## src/rtl/writeback_stage_if.sv

```systemverilog
// Writeback stage bus: instruction handshake from the ALU, register-file write port,
// architectural status, branch redirect and the OUT display stream.
interface writeback_stage_if #(
  parameter int DATA_W = 16
);
  logic              in_valid;
  logic              in_ready;
  logic [2:0]        in_kind;
  logic [3:0]        in_op;
  logic [DATA_W-1:0] in_result;
  logic              in_v;
  logic              in_z;
  logic              in_c;
  logic              in_s;
  logic [2:0]        in_rd;
  logic [2:0]        in_cond;
  logic [DATA_W-1:0] in_target;
  logic              rf_we;
  logic [2:0]        rf_waddr;
  logic [DATA_W-1:0] rf_wdata;
  logic [3:0]        flags;
  logic              br_taken;
  logic [DATA_W-1:0] br_pc;
  logic              out_valid;
  logic [DATA_W-1:0] out_data;
  logic              out_ready;
  logic              halted;
  logic [31:0]       retired;

  modport master (
    output in_valid, in_kind, in_op, in_result, in_v, in_z, in_c, in_s,
           in_rd, in_cond, in_target, out_ready,
    input  in_ready, rf_we, rf_waddr, rf_wdata, flags, br_taken, br_pc,
           out_valid, out_data, halted, retired
  );

  modport slave (
    input  in_valid, in_kind, in_op, in_result, in_v, in_z, in_c, in_s,
           in_rd, in_cond, in_target, out_ready,
    output in_ready, rf_we, rf_waddr, rf_wdata, flags, br_taken, br_pc,
           out_valid, out_data, halted, retired
  );
endinterface

```

## src/rtl/writeback_stage.sv

```systemverilog
// Writeback stage: register-file write, SZCV flags, branch resolve, OUT FIFO and HALT latch.
// Define RETIRE_COUNT_EN to build the retired-instruction counter; otherwise retired reads 0.
module writeback_stage #(
  parameter int DATA_W    = 16,
  parameter int OUT_DEPTH = 2
) (
  input  logic             clk_i,
  input  logic             rst_i,
  writeback_stage_if.slave wb
);
  localparam int PTR_W = (OUT_DEPTH > 1) ? $clog2(OUT_DEPTH) : 1;
  localparam int CNT_W = PTR_W + 1;
  localparam logic [2:0] KIND_ALU  = 3'd0;
  localparam logic [2:0] KIND_OUT  = 3'd1;
  localparam logic [2:0] KIND_BR   = 3'd2;
  localparam logic [2:0] KIND_HALT = 3'd3;

  logic [DATA_W-1:0] fifo_q [OUT_DEPTH];
  logic [PTR_W-1:0]  wr_ptr_q, wr_ptr_d, rd_ptr_q, rd_ptr_d;
  logic [CNT_W-1:0]  cnt_q, cnt_d;
  logic              rf_we_q, rf_we_d;
  logic [2:0]        rf_waddr_q, rf_waddr_d;
  logic [DATA_W-1:0] rf_wdata_q, rf_wdata_d;
  logic [3:0]        flags_q, flags_d;
  logic              br_taken_q, br_taken_d;
  logic [DATA_W-1:0] br_pc_q, br_pc_d;
  logic              halted_q, halted_d;
  logic              in_ready, accept, push, pop, is_alu, rf_wr, flag_wr, cond_met;
  logic              flag_s, flag_z, flag_v;

  assign flag_s = flags_q[3];
  assign flag_z = flags_q[2];
  assign flag_v = flags_q[0];

  always_comb begin
    pop      = (cnt_q != '0) & wb.out_ready;
    // A full FIFO still accepts when the head leaves in the same cycle.
    in_ready = ~halted_q & ~br_taken_q & ~((cnt_q == CNT_W'(OUT_DEPTH)) & ~pop);
    accept   = wb.in_valid & in_ready;
    push     = accept & (wb.in_kind == KIND_OUT);
    is_alu   = accept & (wb.in_kind == KIND_ALU);
    rf_wr    = wb.in_op inside {[4'd0:4'd4], 4'd6, [4'd8:4'd12]};
    flag_wr  = wb.in_op inside {[4'd0:4'd6], [4'd8:4'd11]};

    case (wb.in_cond)
      3'd0:    cond_met = flag_z;
      3'd1:    cond_met = flag_s ^ flag_v;
      3'd2:    cond_met = flag_z | (flag_s ^ flag_v);
      3'd3:    cond_met = ~flag_z;
      3'd7:    cond_met = 1'b1;
      default: cond_met = 1'b0;
    endcase

    rf_waddr_d = rf_waddr_q;
    rf_wdata_d = rf_wdata_q;
    flags_d    = flags_q;
    br_pc_d    = br_pc_q;
    halted_d   = halted_q;

    rf_we_d = is_alu & rf_wr;
    if (rf_we_d) begin
      rf_waddr_d = wb.in_rd;
      rf_wdata_d = wb.in_result;
    end
    // Incoming in_s is the non-negative sense; the architectural S bit means negative.
    if (is_alu & flag_wr) flags_d = {~wb.in_s, wb.in_z, wb.in_c, wb.in_v};

    br_taken_d = accept & (wb.in_kind == KIND_BR) & cond_met;
    if (br_taken_d) br_pc_d = wb.in_target;
    if (accept & (wb.in_kind == KIND_HALT)) halted_d = 1'b1;

    wr_ptr_d = push ? wr_ptr_q + PTR_W'(1) : wr_ptr_q;
    rd_ptr_d = pop ? rd_ptr_q + PTR_W'(1) : rd_ptr_q;
    cnt_d    = cnt_q + CNT_W'(push) - CNT_W'(pop);
  end

  always_ff @(posedge clk_i) begin
    if (rst_i) begin
      rf_we_q    <= 1'b0;
      rf_waddr_q <= '0;
      rf_wdata_q <= '0;
      flags_q    <= '0;
      br_taken_q <= 1'b0;
      br_pc_q    <= '0;
      halted_q   <= 1'b0;
      wr_ptr_q   <= '0;
      rd_ptr_q   <= '0;
      cnt_q      <= '0;
    end else begin
      rf_we_q    <= rf_we_d;
      rf_waddr_q <= rf_waddr_d;
      rf_wdata_q <= rf_wdata_d;
      flags_q    <= flags_d;
      br_taken_q <= br_taken_d;
      br_pc_q    <= br_pc_d;
      halted_q   <= halted_d;
      wr_ptr_q   <= wr_ptr_d;
      rd_ptr_q   <= rd_ptr_d;
      cnt_q      <= cnt_d;
    end
  end

  always_ff @(posedge clk_i) begin
    if (rst_i) begin
      for (int i = 0; i < OUT_DEPTH; i++) fifo_q[i] <= '0;
    end else if (push) begin
      fifo_q[wr_ptr_q] <= wb.in_result;
    end
  end

`ifdef RETIRE_COUNT_EN
  logic [31:0] retired_q, retired_d;

  assign retired_d = accept ? retired_q + 32'd1 : retired_q;

  always_ff @(posedge clk_i) begin
    if (rst_i) retired_q <= '0;
    else       retired_q <= retired_d;
  end

  assign wb.retired = retired_q;
`else
  assign wb.retired = 32'd0;
`endif

  assign wb.in_ready  = in_ready;
  assign wb.rf_we     = rf_we_q;
  assign wb.rf_waddr  = rf_waddr_q;
  assign wb.rf_wdata  = rf_wdata_q;
  assign wb.flags     = flags_q;
  assign wb.br_taken  = br_taken_q;
  assign wb.br_pc     = br_pc_q;
  assign wb.out_valid = (cnt_q != '0);
  assign wb.out_data  = (cnt_q != '0) ? fifo_q[rd_ptr_q] : '0;
  assign wb.halted    = halted_q;
endmodule

```

## src/flat_wrapper.sv

```systemverilog
// flat-port wrapper written by rule: the top's interface ports become plain ports
module writeback_stage_flat 
#(
  parameter int DATA_W    = 16,
  parameter int OUT_DEPTH = 2
)
  (clk_i, rst_i, wb_in_valid, wb_in_kind, wb_in_op, wb_in_result, wb_in_v, wb_in_z, wb_in_c, wb_in_s, wb_in_rd, wb_in_cond, wb_in_target, wb_out_ready, wb_in_ready, wb_rf_we, wb_rf_waddr, wb_rf_wdata, wb_flags, wb_br_taken, wb_br_pc, wb_out_valid, wb_out_data, wb_halted, wb_retired);
  writeback_stage_if #(.DATA_W(DATA_W)) wb_i ();
  input  logic clk_i;
  input  logic rst_i;
  input wire logic [$bits(wb_i.in_valid)-1:0] wb_in_valid;
  input wire logic [$bits(wb_i.in_kind)-1:0] wb_in_kind;
  input wire logic [$bits(wb_i.in_op)-1:0] wb_in_op;
  input wire logic [$bits(wb_i.in_result)-1:0] wb_in_result;
  input wire logic [$bits(wb_i.in_v)-1:0] wb_in_v;
  input wire logic [$bits(wb_i.in_z)-1:0] wb_in_z;
  input wire logic [$bits(wb_i.in_c)-1:0] wb_in_c;
  input wire logic [$bits(wb_i.in_s)-1:0] wb_in_s;
  input wire logic [$bits(wb_i.in_rd)-1:0] wb_in_rd;
  input wire logic [$bits(wb_i.in_cond)-1:0] wb_in_cond;
  input wire logic [$bits(wb_i.in_target)-1:0] wb_in_target;
  input wire logic [$bits(wb_i.out_ready)-1:0] wb_out_ready;
  output wire logic [$bits(wb_i.in_ready)-1:0] wb_in_ready;
  output wire logic [$bits(wb_i.rf_we)-1:0] wb_rf_we;
  output wire logic [$bits(wb_i.rf_waddr)-1:0] wb_rf_waddr;
  output wire logic [$bits(wb_i.rf_wdata)-1:0] wb_rf_wdata;
  output wire logic [$bits(wb_i.flags)-1:0] wb_flags;
  output wire logic [$bits(wb_i.br_taken)-1:0] wb_br_taken;
  output wire logic [$bits(wb_i.br_pc)-1:0] wb_br_pc;
  output wire logic [$bits(wb_i.out_valid)-1:0] wb_out_valid;
  output wire logic [$bits(wb_i.out_data)-1:0] wb_out_data;
  output wire logic [$bits(wb_i.halted)-1:0] wb_halted;
  output wire logic [$bits(wb_i.retired)-1:0] wb_retired;
  assign wb_i.in_valid = wb_in_valid;
  assign wb_i.in_kind = wb_in_kind;
  assign wb_i.in_op = wb_in_op;
  assign wb_i.in_result = wb_in_result;
  assign wb_i.in_v = wb_in_v;
  assign wb_i.in_z = wb_in_z;
  assign wb_i.in_c = wb_in_c;
  assign wb_i.in_s = wb_in_s;
  assign wb_i.in_rd = wb_in_rd;
  assign wb_i.in_cond = wb_in_cond;
  assign wb_i.in_target = wb_in_target;
  assign wb_i.out_ready = wb_out_ready;
  assign wb_in_ready = wb_i.in_ready;
  assign wb_rf_we = wb_i.rf_we;
  assign wb_rf_waddr = wb_i.rf_waddr;
  assign wb_rf_wdata = wb_i.rf_wdata;
  assign wb_flags = wb_i.flags;
  assign wb_br_taken = wb_i.br_taken;
  assign wb_br_pc = wb_i.br_pc;
  assign wb_out_valid = wb_i.out_valid;
  assign wb_out_data = wb_i.out_data;
  assign wb_halted = wb_i.halted;
  assign wb_retired = wb_i.retired;
  writeback_stage #(.DATA_W(DATA_W), .OUT_DEPTH(OUT_DEPTH)) u_core (.clk_i(clk_i), .rst_i(rst_i), .wb(wb_i));
endmodule
```

## config.mk

```make
export PLATFORM = sky130hd
export DESIGN_NAME = writeback_stage_flat
export DESIGN_NICKNAME = d
export VERILOG_FILES = /design/src/rtl/writeback_stage_if.sv /design/src/rtl/writeback_stage.sv /design/src/flat_wrapper.sv
export SDC_FILE = /design/constraint.sdc
export NUM_CORES = 1
export LEC_CHECK = 0
export CELL_PAD_IN_SITES_DETAIL_PLACEMENT = 1
export CELL_PAD_IN_SITES_GLOBAL_PLACEMENT = 1
export CORE_MARGIN = 4
export CORE_UTILIZATION = 35
export CTS_CLUSTER_SIZE = 14
export DETAILED_ROUTE_END_ITERATION = 10
export GPL_ROUTABILITY_DRIVEN = 0
export GPL_TIMING_DRIVEN = 0
export PLACE_DENSITY = 0.87
export SETUP_SLACK_MARGIN = 0.2
export SLEW_MARGIN = 20
export SYNTH_ARGS = -nofsm -noshare
export SYNTH_HDL_FRONTEND = slang
export SYNTH_SLANG_ARGS = --single-unit
```

## constraint.sdc

```tcl
create_clock -name clk_i -period 6.3 [get_ports clk_i]
set_input_delay 1.575 -clock clk_i [delete_from_list [all_inputs] [get_ports clk_i]]
set_output_delay 1.575 -clock clk_i [all_outputs]
set_load 0.03 [all_outputs]
```

After elaboration in Yosys (flattened, before gate mapping):

Memory sizes are Yosys's and may differ from the RTL's. A register that Yosys moved wholly into a read port is not among the register bits.
Cells that the tools add are included.

* $add $sub $neg: 4
* $lt $le $gt $ge: 6
* equality and inequality tests: 9
* muxes and demuxes: 12
* bitwise operators: 20
* reductions and logical operators: 10

Operators with widths (count)
* $mux W16: 2
* $reduce_or A16 Y1: 1
* $and A1 B1 Y1: 12
* $eq A3 B2 Y1 const B: 4
* $mux W1: 9
* $le A4 B3 Y1 const B: 2
* $le A4 B4 Y1 const B: 2
* $eq A3 B1 Y1 const B: 2
* $logic_not A3 Y1: 2
* $not A1 Y1: 6
* $pmux W1 S5: 1
* $eq A4 B3 Y1 const B: 1
* $ge A4 B1 Y1 const B: 1
* $ge A4 B4 Y1 const B: 1
* $logic_and A1 B1 Y1: 4
* $reduce_bool A2 Y1: 2
* $eq A3 B3 Y1 const B: 1
* $reduce_bool A3 Y1: 1
* $add A1 B1 Y1 const B: 2
* $add A2 B1 Y2: 1
* $eq A2 B2 Y1 const B: 1
* $sub A2 B1 Y2: 1
* $or A1 B1 Y1: 1
* $xor A1 B1 Y1: 1

* register bits after elaboration: 46
* bits in writable memories: 32
* memories kept: 1

Memory list
* u_core.fifo_q: words 2, bits a word 16, rd ports 1, clocked after memory_dff 1, write ports 2, line writeback_stage.sv:18 `logic [DATA_W-1:0] fifo_q [OUT_DEPTH];`

Longest topological paths before layout:

Gate-level depths: netlist of run 1.

* depth after elaboration: 13
* gate-level depth with buffers: 6
* mapped depth without buffers: 6

Least setup slack after synthesis of run 1:

Ideal clock, no wire load.

* path kind: input -> output
* start: input port wb_out_ready
* end: output port wb_in_ready
* data arrival time: 2348 ps
* data required time: 4725 ps
* path slack: 2377 ps
* stages: 3
* path buffers: 0
* path through: or3b_2 nand2_2 inv_1

* longest elaborated chain between the ends: 5

RTL lines
* start, declared: line flat_wrapper.sv:22 `input wire logic [$bits(wb_i.out_ready)-1:0] wb_out_ready;`
* $and A1 B1 Y1: line writeback_stage.sv:36 `pop = (cnt_q != '0) & wb.out_ready;`
* $not A1 Y1: line writeback_stage.sv:38 `in_ready = ~halted_q & ~br_taken_q & ~((cnt_q == CNT_W'(OUT_DEPTH)) & ~pop);`
* $and A1 B1 Y1: line writeback_stage.sv:38
* $not A1 Y1: line writeback_stage.sv:38
* $and A1 B1 Y1: line writeback_stage.sv:38
* end, declared: line flat_wrapper.sv:23 `output wire logic [$bits(wb_i.in_ready)-1:0] wb_in_ready;`

Every way passes these cells.

Worst setup path after layout of run 1:

Ends and elaborated chain as after synthesis.

==> results of run 1 <==
==> cells in the final DEF (no fill, tap or decap), drive strengths merged, types with 6 or more instances in the layout <==
cell	instances
mux2i	55
conb	32
clkdlybuf4s50	112
nor2	45
inv	6
and2	33
dfxtp	47
nand2b	33
clkbuf	25
edfxtp	32
buf	38
==> state kept, by name, summed over array words and instances (netlist names), named ones only <==
signal              cells
u_core.fifo_q          32
u_core.wb.rf_waddr      3
u_core.wb.br_taken      1
u_core.rd_ptr_q         1
u_core.wb.flags         4
u_core.cnt_q            2
u_core.wb.halted        1
u_core.wb.rf_we         1
u_core.wb.br_pc        16
u_core.wb.rf_wdata     16
u_core.wr_ptr_q         1
==> kinds of logic (layout without fill, tap and decap cells) <==
group,Yosys count,in the layout,share of synthesized area
XOR/XNOR,5,5,0.01195
AND/OR/NAND/NOR,127,127,0.1919
flip-flops,79,79,0.5191
multiplexers,55,55,0.1503
buffers and inverters,54,184,0.09494
adder cells (fa/ha/maj),1,1,0.003415
AO/OA/AOI/OAI,14,14,0.02732
other,1,32,0.001024
==> per-layer routing <==
layer	up-vias	global-route usage	wire, um
met5	-	0	0
met4	0	0.04222	71
met3	7	0.06232	960
met2	109	0.3007	4986
met1	1331	0.1758	3823
li1	1376	-	-
==> synthesized netlist by cell type, types with 2 or more instances <==
cell type	instances
buf_4	32
buf_6	3
inv_1	6
a21oi_1	4
mux2i_1	55
nor4_1	3
edfxtp_1	32
o21bai_1	2
xnor2_1	4
dfxtp_1	47
o2111ai_1	3
clkbuf_1	11
nor2_1	45
o21ai_0	2
and2_1	33
nand2b_1	33
==> per-stage QoR <==
step	setup WS (ps)	hold WS (ps)	utilization	cells	cell area, um2
CTS	1333	481.3	0.5151	633	5294
finish	1319	478.1	0.5157	633	5300
detailed placement	1345	467.7	0.4970	617	5107
floorplan	2377	481.3	-	367	3780
global placement	1356	457.0	0.4934	615	5071
global route	1260	504.8	0.5157	633	5300
==> final cells by class <==
cell class                 instances  area (um2)
buffer                            48       325.3
timing repair buffer             114        1144
inverter                           6       22.52
clock inverter                     3       16.27
multi-input combinational        234        1550
fill                            1181        4977
tap                              136       170.2
sequential                        79        1902
clock buffer                      13       170.2
==> worst max-delay path: cells and delay by family <==
kind,cells,cell delay (ps)
simple gates,2,700
buf+inv,3,1120
==> where the power goes <==
part | internal [mW] | switching (mW)
sequential | 0.555 | 0.0123
clock | 0.177 | 0.178
combinational | 0.176 | 0.250
total | 0.907 | 0.441
==> final timing paths <==
check | from | to | depth (start not counted)
setup / recovery | wb_out_ready | wb_in_ready | 5
hold / removal | u_core.wb.br_pc[12]$_SDFFE_PP0P_ | u_core.wb.br_pc[12]$_SDFFE_PP0P_ | 2
setup reg to reg | u_core.cnt_q[1]$_SDFF_PP0_ | u_core.cnt_q[1]$_SDFF_PP0_ | 5
hold reg to reg | u_core.wb.br_pc[12]$_SDFFE_PP0P_ | u_core.wb.br_pc[12]$_SDFFE_PP0P_ | 2
==> results.json, run 1 <==
{
  "viasPerCell": 4.460,
  "clk_path_buf_depth": 2,
  "hp-class": "flop to flop",
  "portBuffers": 112,
  "avgRoutedWirePerCell_um": 15.55,
  "areaGrowthSynthToFinish_pct": 44.67,
  "clk_pin_slew_ps": 80,
  "dp_hpwl_mm": 7.807,
  "max-cap-violations": 0,
  "htreeDepth": 3,
  "pin_count": 145,
  "async_flop_share": 0,
  "setup_viol": 0,
  "start_util": 0.3565,
  "critPathMaxStageDelay_ps": 610,
  "synth-edff-count": 32,
  "critPathKind": "primary input to output port",
  "drv_slew": 0,
  "grt_pass1_vias": 3091,
  "grt_max_degree": 14,
  "p_per_area_nw_per_um2": 254.4,
  "synth_area_per_cell_um2": 10.90,
  "period_needed_ps": 4981,
  "synth.area.top_cells": "edfxtp_1 (26%), dfxtp_1 (26%), mux2i_1 (15%)",
  "tightest_slew_ps": 784.7,
  "die_area_um2": 12170,
  "cts_setup_buffers": 0,
  "insertion_delay_ps": 340,
  "die_w_um": 110.3,
  "drive_gt1_frac": 0.1247,
  "leakage_nw": 2.152,
  "antennaDiodeCount": 0,
  "cts_buffers": 9,
  "grt_pass1_wl_mm": 15.14,
  "crit_chain": "clkdlybuf4s50_1 > or3b_2 > nand2_2 > inv_1 > clkdlybuf4s50_1",
  "yosysSeqAreaShare": 0.5191,
  "wl_mm": 9.841,
  "total_power_mw": 1.348,
  "finalHoldViolations": 0,
  "grt_overflow": 0,
  "crit_required_ps": 4720,
  "path_max_fanout": 6,
  "vias": 2823,
  "synth_cell_types": 37,
  "synth_ff_type": "dfxtp_1",
  "fin_crit_sh": 0.7907,
  "startpoint_type": "primary input",
  "synth-seq-cells": 79,
  "setup-tns-final_ps": 0,
  "relSlewSlack": 0.4750,
  "skew_ps": 7.764,
  "drtPass1Iterations": 4,
  "arrival_ps": 3410,
  "drc": 0,
  "nets": 546,
  "crit_top_cell": "clkdlybuf4s50_1",
  "die-height_um": 110.3,
  "cts_resized": 0,
  "fmax_ghz": 0.2007,
  "num_rows": 37,
  "yosysTopAreaCell": "edfxtp_1",
  "syn_area_um2": 3664,
  "cts-root-buf": "clkbuf_8",
  "syn_inst": 336,
  "synth_top_cell_area_share": 0.2623,
  "coreArea_um2": 10280,
  "worst_path_max_delay_cell": "clkdlybuf4s50_1",
  "rrSetupSlack_ps": 4200,
  "vdd_drop_max_mv": 0.1363,
  "antenna_found_initial": 0,
  "tritoncts": "built",
  "ant_nets": 0,
  "grtUsageTotal": 0.1637,
  "endpoint_kind": "output port",
  "outcome": "finished clean",
  "drt_iter0_drc": 45,
  "ctsHoldBuffers": 0,
  "clock-sinks": 79,
  "ys_warn_count": 0,
  "rsz0062_at_grt": "false"
}
(Power assumes the default switching activity.)
==> run 2: changes to the inputs <==
--- a/config.mk
+++ b/config.mk
@@ -8,12 +8,12 @@
 export CELL_PAD_IN_SITES_DETAIL_PLACEMENT = 1
 export CELL_PAD_IN_SITES_GLOBAL_PLACEMENT = 1
 export CORE_MARGIN = 4
-export CORE_UTILIZATION = 35
+export CORE_UTILIZATION = 33
 export CTS_CLUSTER_SIZE = 14
 export DETAILED_ROUTE_END_ITERATION = 10
 export GPL_ROUTABILITY_DRIVEN = 0
 export GPL_TIMING_DRIVEN = 0
-export PLACE_DENSITY = 0.87
+export PLACE_DENSITY = 0.83
 export SETUP_SLACK_MARGIN = 0.2
 export SLEW_MARGIN = 20
 export SYNTH_ARGS = -nofsm -noshare
==> constraint.sdc (replaced) <==
create_clock -name clk_i -period 4.7 [get_ports clk_i]
set_input_delay 1.175 -clock clk_i [delete_from_list [all_inputs] [get_ports clk_i]]
set_output_delay 1.175 -clock clk_i [all_outputs]
set_load 0.03 [all_outputs]
==> run 2 against run 1 <==
  * Sequential share of layout area is 0.10 points lower
  * Via count down 0.99%
  * Critical endpoint unchanged
  * Sequential cell count unchanged
  * Utilization fell by 2.5 points
  * Clock power rose by 38%
  * Largest cell class unchanged
==> results.json, run 2 (same netlist as run 1, synthesis figures left out) <==
{
  "startpoint_type": "primary input",
  "vdd_drop_max_mv": 0.1891,
  "pwr-share-comb": 0.314,
  "coreArea_um2": 10840,
  "fin_crit_sh": 0.8926,
  "die_area_um2": 12850,
  "path_max_fanout": 6,
  "critPathKind": "primary input to output port",
  "skew_ps": 6.494,
  "period_needed_ps": 4195,
  "areaGrowthSynthToFinish_pct": 45.08,
  "arrival_ps": 3020,
  "cts_setup_buffers": 0,
  "ctsHoldBuffers": 0,
  "internal-power_mw": 1.223,
  "grt_overflow": 0,
  "p_switching_uw": 596.9,
  "largest_register_ffs": 32,
  "setup_viol": 0,
  "num_rows": 38,
  "swShare": 0.3280,
  "portBuffers": 112,
  "max-cap-violations": 0,
  "crit_required_ps": 3520,
  "cts_resized": 0,
  "dp_slack_ps": 545.0,
  "relSlewSlack": 0.5125,
  "placed_area_um2": 5114,
  "cts_buffers": 9,
  "antenna_found_initial": 0,
  "top_register": "u_core.fifo_q",
  "mostFrequentLayoutCell": "clkdlybuf4s50_1",
  "insertion_delay_ps": 340,
  "ant_nets": 0,
  "fmax_ghz": 0.2384,
  "clk_pin_slew_ps": 80,
  "outcome": "finished clean",
  "grtUsageTotal": 0.1521,
  "wl_mm": 9.586,
  "clk_path_buf_depth": 2,
  "viasPerCell": 4.388,
  "drc": 0,
  "multi_input_area_um2": 1550,
  "rsz0062_at_grt": "false",
  "tritoncts": "built",
  "p_per_area_nw_per_um2": 342.4,
  "start_util": 0.3380,
  "vias": 2795,
  "clock-sinks": 79,
  "grt_pass1_wl_mm": 15.38,
  "grt_pass1_vias": 3058,
  "finalHoldViolations": 0,
  "drtPass1Iterations": 4,
  "setup_ws_ps": 504.8,
  "clkPwrFrac": 0.269,
  "final_util": 0.4903,
  "hp-class": "flop to flop",
  "seqPwrFrac": 0.417,
  "endpoint_kind": "output port",
  "pin_count": 145,
  "final_area_um2": 5315,
  "regArea_um2": 1902,
  "grt_max_degree": 14,
  "dp_hpwl_mm": 7.449,
  "drv_slew": 0,
  "avgRoutedWirePerCell_um": 15.05,
  "drt_iter0_drc": 92,
  "antennaDiodeCount": 0,
  "leakage_nw": 2.148,
  "die-height_um": 113.4,
  "fillers": 1216,
  "tightest_slew_ps": 728.6,
  "cts-root-buf": "clkbuf_8",
  "setup-tns-final_ps": 0,
  "total_power_mw": 1.820,
  "nets": 546,
  "final_cell_mix": "clkdlybuf4s50_1 (112), mux2i_1 (55), dfxtp_1 (47)",
  "htreeDepth": 3,
  "drive_gt1_frac": 0.1268,
  "die_w_um": 113.4
}
## run 2: changes by cell type in the layout (fill, tap and decap cells not counted), sizes merged
| cell | previous run | this run |
|---|---|---|
| bufinv | 0 | 1 |
| clkinvlp | 1 | 3 |
| clkbuf | 25 | 22 |
## run 2: power by group through the flow
| stage | combinational [mW] | clock, mW | sequential, mW |
|---|---|---|---|
| CTS | 0.578 | 0.502 | 0.760 |
| finish | 0.572 | 0.489 | 0.759 |
| global route | 0.615 | 0.527 | 0.764 |
| floorplan | 0.346 | 0 | 0.782 |
| global placement | 0.558 | 0 | 0.773 |
| detailed placement | 0.576 | 0 | 0.775 |
## run 2: path summary, 6_finish.rpt
check	cells after the start	slack [ps]	end	from
setup / recovery	5	500	wb_in_ready	wb_out_ready
setup reg to reg	5	2620	u_core.fifo_q[1][10]$_SDFFCE_PN0P_	u_core.wb.halted$_SDFFE_PP0P_
hold / removal	2	480	u_core.wb.br_pc[1]$_SDFFE_PP0P_	u_core.wb.br_pc[1]$_SDFFE_PP0P_
hold reg to reg	2	480	u_core.wb.br_pc[1]$_SDFFE_PP0P_	u_core.wb.br_pc[1]$_SDFFE_PP0P_
## run 2: metrics by stage
step	hold slack, ps	instances
after global placement	456.3	619
after global routing	516.1	637
after floorplan	481.3	367
after CTS	484.0	637
final	480.1	637
after detailed placement	473.0	621
## run 2: metal layers
layer | routed length [um] | GRT usage | part of all wire
met3 | 995 | 0.06150 | 0.10
met1 | 3889 | 0.1744 | 0.41
met5 | 0 | 0 | 0
met4 | 108 | 0.05048 | 0.011
met2 | 4593 | 0.2583 | 0.48
## run 2: critical path, stage by stage
cell,delay [ps]
clkdlybuf4s50_1,430
or3b_2,500
nand2_2,200
inv_1,100
clkdlybuf4s50_1,620
## run 2: area by class of cell
| type | instances | share of cell area |
|---|---|---|
| repair buffers | 114 | 0.2166 |
| clock inverters | 6 | 0.01153 |
| inverters | 6 | 0.004237 |
| multi-input cells | 234 | 0.2917 |
| clock buffers | 10 | 0.02401 |
| plain buffers | 48 | 0.06121 |
| flip-flops and latches | 79 | 0.3578 |
| well taps | 140 | 0.03296 |
==> run 3: changes to the inputs <==
--- a/config.mk
+++ b/config.mk
@@ -8,14 +8,14 @@
 export CELL_PAD_IN_SITES_DETAIL_PLACEMENT = 1
 export CELL_PAD_IN_SITES_GLOBAL_PLACEMENT = 1
 export CORE_MARGIN = 4
-export CORE_UTILIZATION = 33
+export CORE_UTILIZATION = 35
 export CTS_CLUSTER_SIZE = 14
 export DETAILED_ROUTE_END_ITERATION = 10
 export GPL_ROUTABILITY_DRIVEN = 0
 export GPL_TIMING_DRIVEN = 0
-export PLACE_DENSITY = 0.83
+export PLACE_DENSITY = 0.87
 export SETUP_SLACK_MARGIN = 0.2
-export SLEW_MARGIN = 20
+export SLEW_MARGIN = 10
 export SYNTH_ARGS = -nofsm -noshare
 export SYNTH_HDL_FRONTEND = slang
 export SYNTH_SLANG_ARGS = --single-unit
==> constraint.sdc (replaced) <==
create_clock -name clk_i -period 5.3 [get_ports clk_i]
set_input_delay 1.325 -clock clk_i [delete_from_list [all_inputs] [get_ports clk_i]]
set_output_delay 1.325 -clock clk_i [all_outputs]
set_load 0.03 [all_outputs]
==> run 3 against run 2 <==
  * Via count up 0.29%
  * Clock skew increased by 1.3 ps
  * Power shrank 7.6%
  * Critical path depth unchanged
  * Cell count fell by 0.78%
  * Clock-buffer cell count grew 3
  * Global-route usage rose by 1.4 points
  * Non-clock buffer count stayed put
  * Utilization is 2.9 points higher
  * Setup slack better by 330 ps
  * First-iteration DRC count fell by 41%
  * Die area down 5.3%
  * Critical path type unchanged
  * Critical endpoint unchanged
  * Highest routed layer unchanged
==> results.json, run 3 (same netlist as run 1, synthesis figures left out) <==
{
  "critPathKind": "primary input to output port",
  "antennaDiodeCount": 0,
  "cts_buffers": 9,
  "grt_pass1_vias": 3091,
  "p_switching_uw": 526.2,
  "rr_endpoint": "u_core.fifo_q[0][9]$_SDFFCE_PN0P_",
  "endpoint": "wb_in_ready",
  "cp-startpoint": "wb_out_ready",
  "fin_crit_sh": 0.8425,
  "crit_chain": "clkdlybuf4s50_1 > or3b_2 > nand2_2 > inv_1 > clkdlybuf4s50_1",
  "setup_viol": 0,
  "crit_required_ps": 3970,
  "relSlewSlack": 0.3060,
  "finalHoldViolations": 0,
  "ctsHoldBuffers": 0,
  "swShare": 0.3131,
  "endpoint_kind": "output port",
  "insertion_delay_ps": 340,
  "period_needed_ps": 4465,
  "antenna_found_initial": 0,
  "startpoint_type": "primary input",
  "arrival_ps": 3140,
  "grt_max_degree": 16,
  "fmax_ghz": 0.2239,
  "grt_pass1_wl_mm": 15.39,
  "avgRoutedWirePerCell_um": 15.56,
  "viasPerCell": 4.435,
  "seqPwrFrac": 0.401,
  "pin_count": 145,
  "die_w_um": 110.3,
  "clkPwrFrac": 0.295,
  "path_depth": 5,
  "tightest_slew_ps": 1031,
  "skew_ps": 7.773,
  "vdd_drop_max_mv": 0.1720,
  "internal-power_mw": 1.155,
  "cts_setup_buffers": 0,
  "setup-tns-final_ps": 0,
  "wl_mm": 9.834,
  "htreeDepth": 3,
  "drc": 0,
  "top_register": "u_core.fifo_q",
  "worst-path-buf-inv": 3,
  "largest_register_ffs": 32,
  "dp_hpwl_mm": 7.680,
  "stdcell_count": 632,
  "worst_path_max_delay_cell": "clkdlybuf4s50_1",
  "final_area_um2": 5341,
  "r2r-start": "u_core.wb.halted$_SDFFE_PP0P_",
  "final_cell_mix": "clkdlybuf4s50_1 (112), mux2i_1 (55), dfxtp_1 (47)",
  "cts_resized": 0,
  "grt_overflow": 0,
  "areaGrowthSynthToFinish_pct": 45.80,
  "drt_iter0_drc": 54,
  "path_max_fanout": 6,
  "portBuffers": 112,
  "coreArea_um2": 10280,
  "grtUsageTotal": 0.1662,
  "max-cap-violations": 0,
  "rrSetupSlack_ps": 2970,
  "dp_cells": 617,
  "clk_pin_slew_ps": 80,
  "die-height_um": 110.3,
  "cts-root-buf": "clkbuf_8",
  "critical-path-top-delay-family": "buffers and inverters",
  "p_per_area_nw_per_um2": 314.7,
  "placed_area_um2": 5109,
  "vias": 2803,
  "mostFrequentLayoutCell": "clkdlybuf4s50_1",
  "drive_gt1_frac": 0.1250,
  "pwr-share-comb": 0.305,
  "drtPass1Iterations": 4,
  "leakage_nw": 2.177,
  "outcome": "finished clean",
  "num_rows": 37,
  "drv_slew": 0,
  "critPathMaxStageDelay_ps": 610,
  "nets": 546,
  "hp-class": "flop to flop",
  "start_util": 0.3565,
  "crit_top_cell": "clkdlybuf4s50_1",
  "ant_nets": 0,
  "die_area_um2": 12170,
  "reg2regPathDepth": 5,
  "clk_path_buf_depth": 2,
  "rsz0062_at_grt": "false",
  "clock-sinks": 79,
  "tritoncts": "built"
}
-- run 3: worst min-delay path by stage --
stage	start	end	cells after the start
floorplan	u_core.rd_ptr_q$_SDFFE_PP0P_	flop	2
global placement	u_core.wb.br_pc[2]$_SDFFE_PP0P_	u_core.wb.br_pc[2]$_SDFFE_PP0P_	2
detailed placement	u_core.wb.br_pc[12]$_SDFFE_PP0P_	u_core.wb.br_pc[12]$_SDFFE_PP0P_	2
CTS	u_core.wb.br_pc[12]$_SDFFE_PP0P_	u_core.wb.br_pc[12]$_SDFFE_PP0P_	2
global route	u_core.wb.br_pc[12]$_SDFFE_PP0P_	u_core.wb.br_pc[12]$_SDFFE_PP0P_	2
finish	u_core.wb.br_pc[12]$_SDFFE_PP0P_	u_core.wb.br_pc[12]$_SDFFE_PP0P_	2
-- run 3: layout make-up --
| cell class | count | area [um2] |
|---|---|---|
| timing repair buffer | 114 | 1151 |
| multi-input combinational | 234 | 1544 |
| clock inverter | 2 | 35.03 |
| clock buffer | 13 | 191.4 |
| inverter | 6 | 22.52 |
| fill | 1167 | 4936 |
| buffer | 48 | 325.3 |
| tap | 136 | 170.2 |
| sequential | 79 | 1902 |
-- run 3: metrics by stage --
| stage | total power, mW | worst slack (ps) | hold slack [ps] | utilization |
|---|---|---|---|---|
| floorplan | 1.001 | 1877 | 481.3 | - |
| global placement | 1.183 | 856.3 | 457.0 | 0.4934 |
| detailed placement | 1.203 | 854.0 | 467.7 | 0.4971 |
| CTS | 1.702 | 833.1 | 481.5 | 0.5191 |
| global route | 1.761 | 767.9 | 504.5 | 0.5197 |
| finish | 1.681 | 834.6 | 477.0 | 0.5197 |
-- run 3: power by group through the flow --
stage                     Clock, mW  Combinational [mW]  Sequential, mW
after CTS                     0.508               0.520           0.674
after global placement            0               0.497           0.686
final                         0.495               0.512           0.674
after floorplan                   0               0.307           0.694
after global routing          0.534               0.550           0.677
after detailed placement          0               0.515           0.688
-- run 3: worst register-to-register path, cell delays in order (launching register included) --
cell and delay (ps):
dfxtp_1 350, nor2_1 210, nand2_2 170, nor4_1 870, clkbuf_1 390, and2_1 200
-- run 3: routing by layer --
| metal | GRT usage | routed length [um] | vias up |
|---|---|---|---|
| li1 | - | - | 1378 |
| met1 | 0.1864 | 3946 | 1311 |
| met2 | 0.2990 | 4946 | 106 |
| met3 | 0.05766 | 865 | 8 |
| met4 | 0.04485 | 77 | 0 |
| met5 | 0 | 0 | - |
